### config.mk
export PLATFORM = sky130hd
export DESIGN_NAME = nclic_arbiter
export DESIGN_NICKNAME = d
export VERILOG_FILES = /design/src/rtl/nclic_arbiter_pkg.sv /design/src/rtl/nclic_prio_cmp.sv /design/src/rtl/nclic_arbiter.sv
export SDC_FILE = /design/constraint.sdc
export NUM_CORES = 1
export LEC_CHECK = 0
export ABC_AREA = 1
export BUFFER_PORTS_ARGS = -buffer_cell sky130_fd_sc_hd__buf_4
export CORE_AREA = 2 2 65 67
export CTS_CLUSTER_DIAMETER = 30
export DETAILED_ROUTE_END_ITERATION = 16
export DIE_AREA = 0 0 67 69
export HOLD_SLACK_MARGIN = 0.12
export PLACE_DENSITY = 0.91
export SLEW_MARGIN = 10
export SYNTH_ARGS = -nofsm -noshare
export SYNTH_HDL_FRONTEND = slang
export SYNTH_SLANG_ARGS = --single-unit
### constraint.sdc
create_clock -name clk -period 5.5 [get_ports clk]
set_clock_uncertainty 0.05 [all_clocks]
set_input_delay 1.1 -clock clk [delete_from_list [all_inputs] [get_ports clk]]
set_output_delay 1.1 -clock clk [all_outputs]
set_load 0.005 [all_outputs]
### src/rtl/nclic_arbiter_pkg.sv
// Shared types for the NCLIC interrupt arbiter: table entry layout and FSM states.
package nclic_arbiter_pkg;

    localparam int unsigned PrioBits = 3;

    typedef struct packed {
        logic [PrioBits-1:0] prio;
        logic                enable;
        logic                pending;
    } int_entry_t;

    typedef enum logic [1:0] {
        SCAN  = 2'd0,
        REQ   = 2'd1,
        CLEAR = 2'd2
    } arb_state_t;

endpackage

### src/rtl/nclic_prio_cmp.sv
// Candidate test for one table entry and whether it beats the current best.
module nclic_prio_cmp
    import nclic_arbiter_pkg::*;
(
    input  int_entry_t          entry,
    input  logic [PrioBits-1:0] threshold,
    input  logic                best_valid,
    input  logic [PrioBits-1:0] best_prio,
    output logic                is_cand_c,
    output logic                beats_c
);

    // Strict compares: equal priority never displaces an earlier (lower) index.
    always_comb begin
        is_cand_c = entry.pending & entry.enable & (entry.prio > threshold);
        beats_c   = is_cand_c & (~best_valid | (entry.prio > best_prio));
    end

endmodule

### src/rtl/nclic_arbiter.sv
// Sweeping interrupt arbiter: one entry per cycle, req/ack to the core, pending write-back on ack.
module nclic_arbiter
    import nclic_arbiter_pkg::*;
#(
    parameter int unsigned TableSize = 8,
    localparam int unsigned TableSizeBits = $clog2(TableSize)
) (
    input  logic                     clk,
    input  logic                     reset,
    input  int_entry_t               entries [TableSize],
    input  logic [PrioBits-1:0]      threshold,
    input  logic                     irq_ack,
    output logic                     irq_req,
    output logic [TableSizeBits-1:0] irq_id,
    output logic [PrioBits-1:0]      irq_prio,
    output int_entry_t               ext_data,
    output logic                     ext_write_enable,
    output logic [TableSizeBits-1:0] ext_idx
);

    localparam logic [TableSizeBits-1:0] LastIdx = TableSizeBits'(TableSize - 1);

    arb_state_t                state_q, state_d;
    logic [TableSizeBits-1:0]  idx_q, idx_d;
    logic                      best_valid_q, best_valid_d;
    logic [TableSizeBits-1:0]  best_id_q, best_id_d;
    logic [PrioBits-1:0]       best_prio_q, best_prio_d;

    logic                      irq_req_d;
    logic [TableSizeBits-1:0]  irq_id_d;
    logic [PrioBits-1:0]       irq_prio_d;
    int_entry_t                ext_data_d;
    logic                      ext_write_enable_d;
    logic [TableSizeBits-1:0]  ext_idx_d;

    int_entry_t                cmp_entry;
    logic                      is_cand;
    logic                      beats;

    // One comparator serves both the sweep slot and the held request's withdraw check.
    assign cmp_entry = (state_q == REQ) ? entries[irq_id] : entries[idx_q];

    nclic_prio_cmp u_cmp (
        .entry      (cmp_entry),
        .threshold  (threshold),
        .best_valid (best_valid_q),
        .best_prio  (best_prio_q),
        .is_cand_c  (is_cand),
        .beats_c    (beats)
    );

    always_ff @(posedge clk) begin
        if (reset) begin
            state_q          <= SCAN;
            idx_q            <= '0;
            best_valid_q     <= 1'b0;
            best_id_q        <= '0;
            best_prio_q      <= '0;
            irq_req          <= 1'b0;
            irq_id           <= '0;
            irq_prio         <= '0;
            ext_data         <= '0;
            ext_write_enable <= 1'b0;
            ext_idx          <= '0;
        end else begin
            state_q          <= state_d;
            idx_q            <= idx_d;
            best_valid_q     <= best_valid_d;
            best_id_q        <= best_id_d;
            best_prio_q      <= best_prio_d;
            irq_req          <= irq_req_d;
            irq_id           <= irq_id_d;
            irq_prio         <= irq_prio_d;
            ext_data         <= ext_data_d;
            ext_write_enable <= ext_write_enable_d;
            ext_idx          <= ext_idx_d;
        end
    end

    always_comb begin
        state_d            = state_q;
        idx_d              = idx_q;
        best_valid_d       = best_valid_q;
        best_id_d          = best_id_q;
        best_prio_d        = best_prio_q;
        irq_req_d          = irq_req;
        irq_id_d           = irq_id;
        irq_prio_d         = irq_prio;
        ext_data_d         = '0;
        ext_write_enable_d = 1'b0;
        ext_idx_d          = '0;

        unique case (state_q)
            SCAN: begin
                if (beats) begin
                    best_valid_d = 1'b1;
                    best_id_d    = idx_q;
                    best_prio_d  = cmp_entry.prio;
                end
                if (idx_q == LastIdx) begin
                    // End of sweep: present the winner or start over with a clean best.
                    idx_d        = '0;
                    best_valid_d = 1'b0;
                    best_id_d    = '0;
                    best_prio_d  = '0;
                    if (beats || best_valid_q) begin
                        state_d    = REQ;
                        irq_req_d  = 1'b1;
                        irq_id_d   = beats ? idx_q : best_id_q;
                        irq_prio_d = beats ? cmp_entry.prio : best_prio_q;
                    end
                end else begin
                    idx_d = idx_q + TableSizeBits'(1);
                end
            end
            REQ: begin
                if (irq_ack) begin
                    state_d            = CLEAR;
                    irq_req_d          = 1'b0;
                    ext_write_enable_d = 1'b1;
                    ext_idx_d          = irq_id;
                    ext_data_d         = entries[irq_id];
                    ext_data_d.pending = 1'b0;
                end else if (!is_cand) begin
                    state_d   = SCAN;
                    idx_d     = '0;
                    irq_req_d = 1'b0;
                end
            end
            CLEAR: begin
                state_d      = SCAN;
                idx_d        = '0;
                best_valid_d = 1'b0;
                best_id_d    = '0;
                best_prio_d  = '0;
            end
            default: begin
                state_d      = SCAN;
                idx_d        = '0;
                best_valid_d = 1'b0;
                irq_req_d    = 1'b0;
            end
        endcase
    end

endmodule
==> out/results.tsv, run 1 <==
stage	metric	value	unit
drt	routed_wl	5.55	mm
clocking	clock-root-buffer	clkbuf_8	
drt	viasPerCell	5.23	
yosys	synth.largest_area_cell	dfxtp_1	
sta	layout_setup_ws	2.08	ns
floorplan	core	0.00391	mm^2
drt	dr.first_iter.drc_count	298	
yosys	ys_types	26	
yosys	synth_nets	417	
yosys	postSynthCellCount	363	
sta	hold_violations	0	
worst_setup_path	worst_setup_path_start_kind	flip-flop	
yosys	syn_area	0.00211	mm^2
yosys	seq_area_frac_synth	25.6	%
floorplan	rows	23	
sta	rsz0062_at_grt	no	
worst_setup_path	worstPathRequired	5.63	ns
clocking	htreeDepth	1	
sta	fin_crit_sh	62.1	%
floorplan	initial_utilization	53.9	%
placement	gp_congestion	0.891	
floorplan	die_w	67	um
placement	dp_slack	2.08	ns
yosys	ys_top_cells_by_area	dfxtp_1 (26%), nand2_1 (23%), nand3_1 (14%)	
sta	tns	0	ns
clocking	clk_pin_slew	0.09	ns
worst_setup_path	critPathKind	reg2reg	
worst_setup_path	critPathMaxFanout	23	
global_routing	antenna_found_initial	0	
drt	drc	0	
hold_path	worstHoldPathType	reg2reg	
finish	num-fill-cells	370	
sta	finalSetupViolCount	0	
clocking	clock_latency	0.28	ns
worst_setup_path	cp-end-kind	flip-flop	
worst_setup_path	cp.arrival	3.54	ns
sta	period_needed	3.42	ns
clocking	numCtsBuffers	3	
finish	final_cell_mix	nand2_1 (129), nand3_1 (61), buf_4 (60)	
yosys	synth-warning-count	0	
yosys	avgSynthCellArea	5.81	um^2
sta	final_max_slew_viol_count	0	
finish	area_growth	21.9	%
yosys	synth-seq-cells	27	
finish	antennaDiodeCount	0	
global_routing	grt_overflow	0	
sta	tightest_slew	0.791	ns
clocking	cts_setup_buffers	0	
clocking	cts.sinks	27	
finish	nets	468	
finish	final_common_cell	nand2_1	
floorplan	ios	62	
power	p_leak	0.00141	uW
drt	postRouteAntennaNets	0	
flow_run	max_cap_viol_count	0	
global_routing	grt_pass1_vias	2243	
power	vdd_drop_max	153	uV
drt	first_pass_iters	5	
global_routing	grt_pass1_wl	9.31	mm
power	p_per_area	196	mW/mm^2
placement	dp_hpwl	4.10	mm
yosys	synth_top_area_share	25.6	%
sta	max_slew_margin	47.2	%
floorplan	die_h	69	um
clocking	cts.repair.resized	0	
clocking	cts.path.max_buffers	2	
worst_setup_path	ff2ff_setup_slack	2.08	ns
global_routing	grt_max_degree	24	
clocking	holdBufCountCts	0	
finish	drive_gt1_share	18.6	%
floorplan	die_area	0.00462	mm^2
placement	portBuffers	60	
clocking	cts_tree	built	
drt	vias	2421	
drt	wl_per_cell	12.0	um
global_routing	grt.total_usage	24.8	%
run_status	outcome	complete, no violations	
sta	fmax	293	MHz
-- worst max-delay path, cell delays in order (launching register included) --
cell,delay (ns)
dfxtp_1,0.85
inv_2,0.35
nand2_1,0.14
nand3_1,0.07
nand3_1,0.10
nand2_1,0.07
nand2_1,0.06
nand2_1,0.08
inv_1,0.09
ha_1,0.24
nand2_1,0.10
nor2_1,0.04
nor3b_1,0.19
a21oi_1,0.11
nand2_1,0.10
clkinv_2,0.12
nand3_1,0.22
nand2_1,0.10
a21oi_1,0.16
nor2_1,0.06
-- registers in the layout, summed over array words and instances (netlist names) --
name / cells
idx_q: 3
best_prio_q: 3
irq_prio: 3
best_id_q: 3
ext_write_enable: 1
irq_req: 1
state_q: 2
best_valid_q: 1
irq_id: 3
ext_data: 4
ext_idx: 3
-- cell usage after synthesis --
master    instances
nand2_1         129
nand3_1          61
inv_1            53
dfxtp_1          27
a21oi_1          24
nor2_1           22
ha_1              8
nand4_1           7
buf_2             5
buf_4             4
inv_2             4
buf_6             3
nand2_2           2
o21ai_0           2
clkbuf_1          1
clkbuf_4          1
clkinv_2          1
conb_1            1
nand2_4           1
nand3_2           1
nand3_4           1
nor2_8            1
nor3b_1           1
o21ai_1           1
o21ai_2           1
or2_2             1
-- path summary, 6_finish.rpt --
path	from	endpoint	cells after the start
hold / removal	best_prio_q[1]	best_prio_q[1]	2
setup reg to reg	irq_id[0]	irq_id[0]	19
setup / recovery	irq_id[0]	irq_id[0]	19
hold reg to reg	best_prio_q[1]	best_prio_q[1]	2
-- metal layers --
metal | track usage [%] | part of all wire, % | wire length [um]
met1 | 32.8 | 44 | 2420
met5 | 0 | 0 | 0
met2 | 41.7 | 47 | 2640
met4 | 8.39 | 1.4 | 78
met3 | 2.28 | 7.4 | 410
-- logic make-up (layout without fill, tap and decap cells) --
| kind of cell | Yosys count | count (layout) | synth area share, % |
|---|---|---|---|
| compound gates | 28 | 28 | 6.83 |
| fa+ha+maj | 8 | 8 | 4.75 |
| buf+inv | 72 | 122 | 15.1 |
| flops | 27 | 27 | 25.6 |
| other cells | 1 | 1 | 0.178 |
| simple gates | 227 | 227 | 47.5 |
-- per-stage QoR --
stage | util [%] | total power [uW] | instances | hold slack (ns) | instance area [um^2]
4_1_cts | 65.7 | 504 | 463 | 0.414 | 2570
6_report | 65.7 | 504 | 463 | 0.412 | 2570
3_3_place_gp | 64.4 | 383 | 459 | 0.392 | 2520
3_5_place_dp | 64.4 | 389 | 459 | 0.401 | 2520
5_1_grt | 65.7 | 539 | 463 | 0.435 | 2570
2_1_floorplan | - | 338 | 363 | 0.380 | 2110
-- power by group --
| group | switching (uW) | total [uW] | internal (uW) |
|---|---|---|---|
| clock | 63.7 | 115 | 51.5 |
| sequential | 13.1 | 220 | 207 |
| combinational | 97.7 | 168 | 70.8 |
-- final cells by class --
class                   instances  area [um^2]  share of cell area [%]
flip-flops and latches         27          541                    21.0
multi-input cells             264         1250                    48.6
repair buffers                 60          450                    17.5
inverters                      58          219                    8.52
clock buffers                   3         41.3                    1.61
clock inverters                 1         7.51                   0.292
well taps                      50         62.6                    2.43
No activity file was read; power rests on OpenSTA's default activity.
==> inputs of run 2 (changes only) <==
--- a/config.mk
+++ b/config.mk
@@ -7,12 +7,12 @@
 export LEC_CHECK = 0
 export ABC_AREA = 1
 export BUFFER_PORTS_ARGS = -buffer_cell sky130_fd_sc_hd__buf_4
-export CORE_AREA = 2 2 65 67
+export CORE_AREA = 2 2 67 69
 export CTS_CLUSTER_DIAMETER = 30
 export DETAILED_ROUTE_END_ITERATION = 16
-export DIE_AREA = 0 0 67 69
+export DIE_AREA = 0 0 69 71
 export HOLD_SLACK_MARGIN = 0.12
-export PLACE_DENSITY = 0.91
+export PLACE_DENSITY = 0.86
 export SLEW_MARGIN = 10
 export SYNTH_ARGS = -nofsm -noshare
 export SYNTH_HDL_FRONTEND = slang
==> constraint.sdc (replaced) <==
create_clock -name clk -period 3.4 [get_ports clk]
set_clock_uncertainty 0.05 [all_clocks]
set_input_delay 0.68 -clock clk [delete_from_list [all_inputs] [get_ports clk]]
set_output_delay 0.68 -clock clk [all_outputs]
set_load 0.005 [all_outputs]
==> run 2 against run 1 <==
Net effect: clock-buffer cell count unchanged; final area rose by 1.3%; worst hold slack gained 0.0071 ns; die area grew 6.0%; sequential share of layout area down 0.26 points; routed wire length increased by 3.1%; final cell count up 1.3%; power is 64% higher; critical path depth is the same; clock power grew 64%; register-to-register slack got worse by 1.6 ns; via count rose by 1.9%.
==> out/results.tsv, run 2 (synthesis gave the netlist of run 1 again) <==
stage	metric	value	unit	change
sta	fin_crit_sh	84.8	%	was 62.1%
finish	regMostFlops	ext_data		unchanged
placement	portBuffers	60		unchanged
worst_setup_path	worst_setup_path_start_kind	flip-flop		unchanged
placement	dp_hpwl	4.28	mm	was 4.10 mm
worst_setup_path	path_buf_inv	3		unchanged
flow_run	max_cap_viol_count	0		unchanged
drt	postRouteAntennaNets	0		unchanged
floorplan	die_area	0.00490	mm^2	was 0.00462 mm^2
clocking	cts.repair.resized	0		unchanged
clocking	cts_tree	built		unchanged
finish	final_common_cell	nand2_1		unchanged
worst_setup_path	cp-end-kind	flip-flop		unchanged
global_routing	grt_pass1_vias	2265		was 2243
clocking	clock-root-buffer	clkbuf_8		unchanged
finish	area_growth	23.4	%	was 21.9%
power	p_leak	0.00143	uW	was 0.00141 uW
clocking	holdBufCountCts	0		unchanged
power	p_seq_share	42.3	%	was 43.7%
floorplan	die_h	71	um	was 69 um
clocking	cts_setup_buffers	0		unchanged
hold_path	holdPathEnd	best_prio_q[1]		unchanged
floorplan	rows	24		was 23
worst_setup_path	worstPathRequired	3.56	ns	was 5.63 ns
power	p_clk_share	22.9	%	about the same
clocking	clock_latency	0.28	ns	about the same
worst_setup_path	critPathMaxFanout	22		was 23
run_status	outcome	complete, no violations		unchanged
sta	hold_violations	0		unchanged
worst_setup_path	critPathMaxStageDelay	0.37	ns	was 0.85 ns
placement	dp_slack	0.444	ns	was 2.08 ns
finish	fin_cells	469		was 463
floorplan	initial_utilization	50.1	%	was 53.9%
sta	fmax	347	MHz	was 293 MHz
power	sw_frac_of_total	35.0	%	was 34.6%
sta	finalSetupViolCount	0		unchanged
floorplan	core	0.00420	mm^2	was 0.00391 mm^2
finish	drive_gt1_share	19.4	%	was 18.6%
clocking	htreeDepth	1		unchanged
worst_setup_path	cpLargestDelayFamily	simple AND/OR/NAND/NOR gates		unchanged
power	p_switching	289	uW	was 175 uW
power	vdd_drop_max	235	uV	was 153 uV
drt	first_pass_iters	5		unchanged
drt	vias	2466		was 2421
sta	period_needed	2.88	ns	was 3.42 ns
global_routing	grt_max_degree	23		was 24
sta	layout_setup_ws	0.518	ns	was 2.08 ns
power	comb_power_share	34.8	%	was 33.4%
worst_setup_path	path_common_cell	nand2_1		unchanged
hold_path	worstHoldPathType	reg2reg		unchanged
floorplan	die_w	69	um	was 67 um
global_routing	grt_overflow	0		unchanged
worst_setup_path	rr_startpoint	irq_id[0]		unchanged
finish	antennaDiodeCount	0		unchanged
clocking	clk_pin_slew	0.09	ns	about the same
power	p_per_area	317	mW/mm^2	was 196 mW/mm^2
floorplan	ios	62		unchanged
worst_setup_path	rr_endpoint	best_id_q[1]		was irq_id[0]
sta	max_slew_margin	65.3	%	was 47.2%
global_routing	grt.total_usage	23.7	%	was 24.8%
sta	hold_ws	0.419	ns	was 0.412 ns
finish	largest_register_ff_count	4		unchanged
drt	routed_wl	5.72	mm	was 5.55 mm
drt	wl_per_cell	12.2	um	was 12.0 um
sta	tns	0	ns	unchanged
placement	placed_cells	465		was 459
hold_path	holdPathStages	2		unchanged
global_routing	grt_pass1_wl	9.87	mm	was 9.31 mm
sta	final_max_slew_viol_count	0		unchanged
drt	viasPerCell	5.26		was 5.23
sta	rsz0062_at_grt	no		unchanged
finish	num-fill-cells	404		was 370
finish	final_util	61.9	%	was 65.7%
drt	drc	0		unchanged
worst_setup_path	cp.arrival	3.04	ns	was 3.54 ns
global_routing	antenna_found_initial	0		unchanged
worst_setup_path	cp_slowest_cell	dfxtp_1		unchanged
clocking	cts.path.max_buffers	2		unchanged
sta	tightest_slew	0.519	ns	was 0.791 ns
worst_setup_path	ff2ff_setup_slack	0.52	ns	was 2.08 ns
finish	final_cell_mix	nand2_1 (129), buf_4 (64), nand3_1 (61)		was nand2_1 (129), nand3_1 (61), buf_4 (60)
worst_setup_path	ff2ff_path_depth	19		unchanged
worst_setup_path	critPathKind	reg2reg		unchanged
clocking	numCtsBuffers	3		unchanged
power	internal-power	536	uW	was 330 uW
clocking	cts.sinks	27		unchanged
hold_path	min-delay-start	best_prio_q[1]		unchanged
worst_setup_path	path_cells	buf_4, nand2_1, nand3_1, nand3_1, nand2_1, nand2_1, nand2_1, inv_1, ha_1, nand2_1, nor2_1, nor3b_1, a21oi_1, nand2_1, clkinv_2, nand3_1, nand2_1, nand3_1, a21oi_1		was inv_2, nand2_1, nand3_1, nand3_1, nand2_1, nand2_1, nand2_1, inv_1, ha_1, nand2_1, nor2_1, nor3b_1, a21oi_1, nand2_1, clkinv_2, nand3_1, nand2_1, a21oi_1, nor2_1
drt	dr.first_iter.drc_count	202		was 298
placement	gp_congestion	0.834		was 0.891
finish	nets	472		was 468
run 2: per-stage QoR:
stage	total power, uW	area [um^2]
2_1_floorplan	547	2110
3_3_place_gp	625	2550
3_5_place_dp	636	2550
4_1_cts	825	2600
5_1_grt	885	2600
6_report	825	2600
run 2: worst max path at each step:
| stage | startpoint | slack [ns] | end | cells after the start |
|---|---|---|---|---|
| 2_1_floorplan | irq_id[0] | 0.81 | irq_id[0] | 22 |
| 3_3_place_gp | entries[39] | 0.52 | irq_prio[0] | 20 |
| 3_5_place_dp | entries[24] | 0.44 | best_id_q[0] | 20 |
| 4_1_cts | irq_id[0] | 0.60 | best_id_q[1] | 19 |
| 5_1_grt | idx_q[0] | 0.21 | best_prio_q[1] | 19 |
| 6_report | irq_id[0] | 0.52 | best_id_q[1] | 19 |
run 2: final cells by class:
type | instances | area, um^2 | share of cell area, %
clock buffer | 3 | 41.3 | 1.59
clock inverter | 1 | 7.51 | 0.288
inverter | 58 | 219 | 8.41
multi-input combinational | 264 | 1250 | 48.0
sequential | 27 | 541 | 20.8
tap | 52 | 65.1 | 2.50
timing repair buffer | 64 | 480 | 18.5
run 2: power by group through the flow:
stage | combinational, uW | sequential (uW) | clock (uW)
6_report | 287 | 349 | 189
3_3_place_gp | 271 | 354 | 0
2_1_floorplan | 195 | 353 | 0
5_1_grt | 328 | 351 | 207
3_5_place_dp | 281 | 355 | 0
4_1_cts | 284 | 348 | 193
run 2: worst register-to-register path: stages, from the launching register on:
cell      delay, ns
dfxtp_1        0.37
buf_4          0.26
nand2_1        0.10
nand3_1        0.08
nand3_1        0.08
nand2_1        0.10
nand2_1        0.05
nand2_1        0.10
inv_1          0.07
ha_1           0.29
nand2_1        0.07
nor2_1         0.09
nor3b_1        0.06
a21oi_1        0.20
nand2_1        0.11
clkinv_2       0.12
nand3_1        0.22
nand2_1        0.18
nand3_1        0.08
a21oi_1        0.14
run 2: routing by layer:
layer / part of all wire, % / GRT usage [%]
met5: 0 / 0
met4: 1.1 / 5.45
met3: 7.3 / 3.42
met2: 48 / 41.6
met1: 43 / 30.8
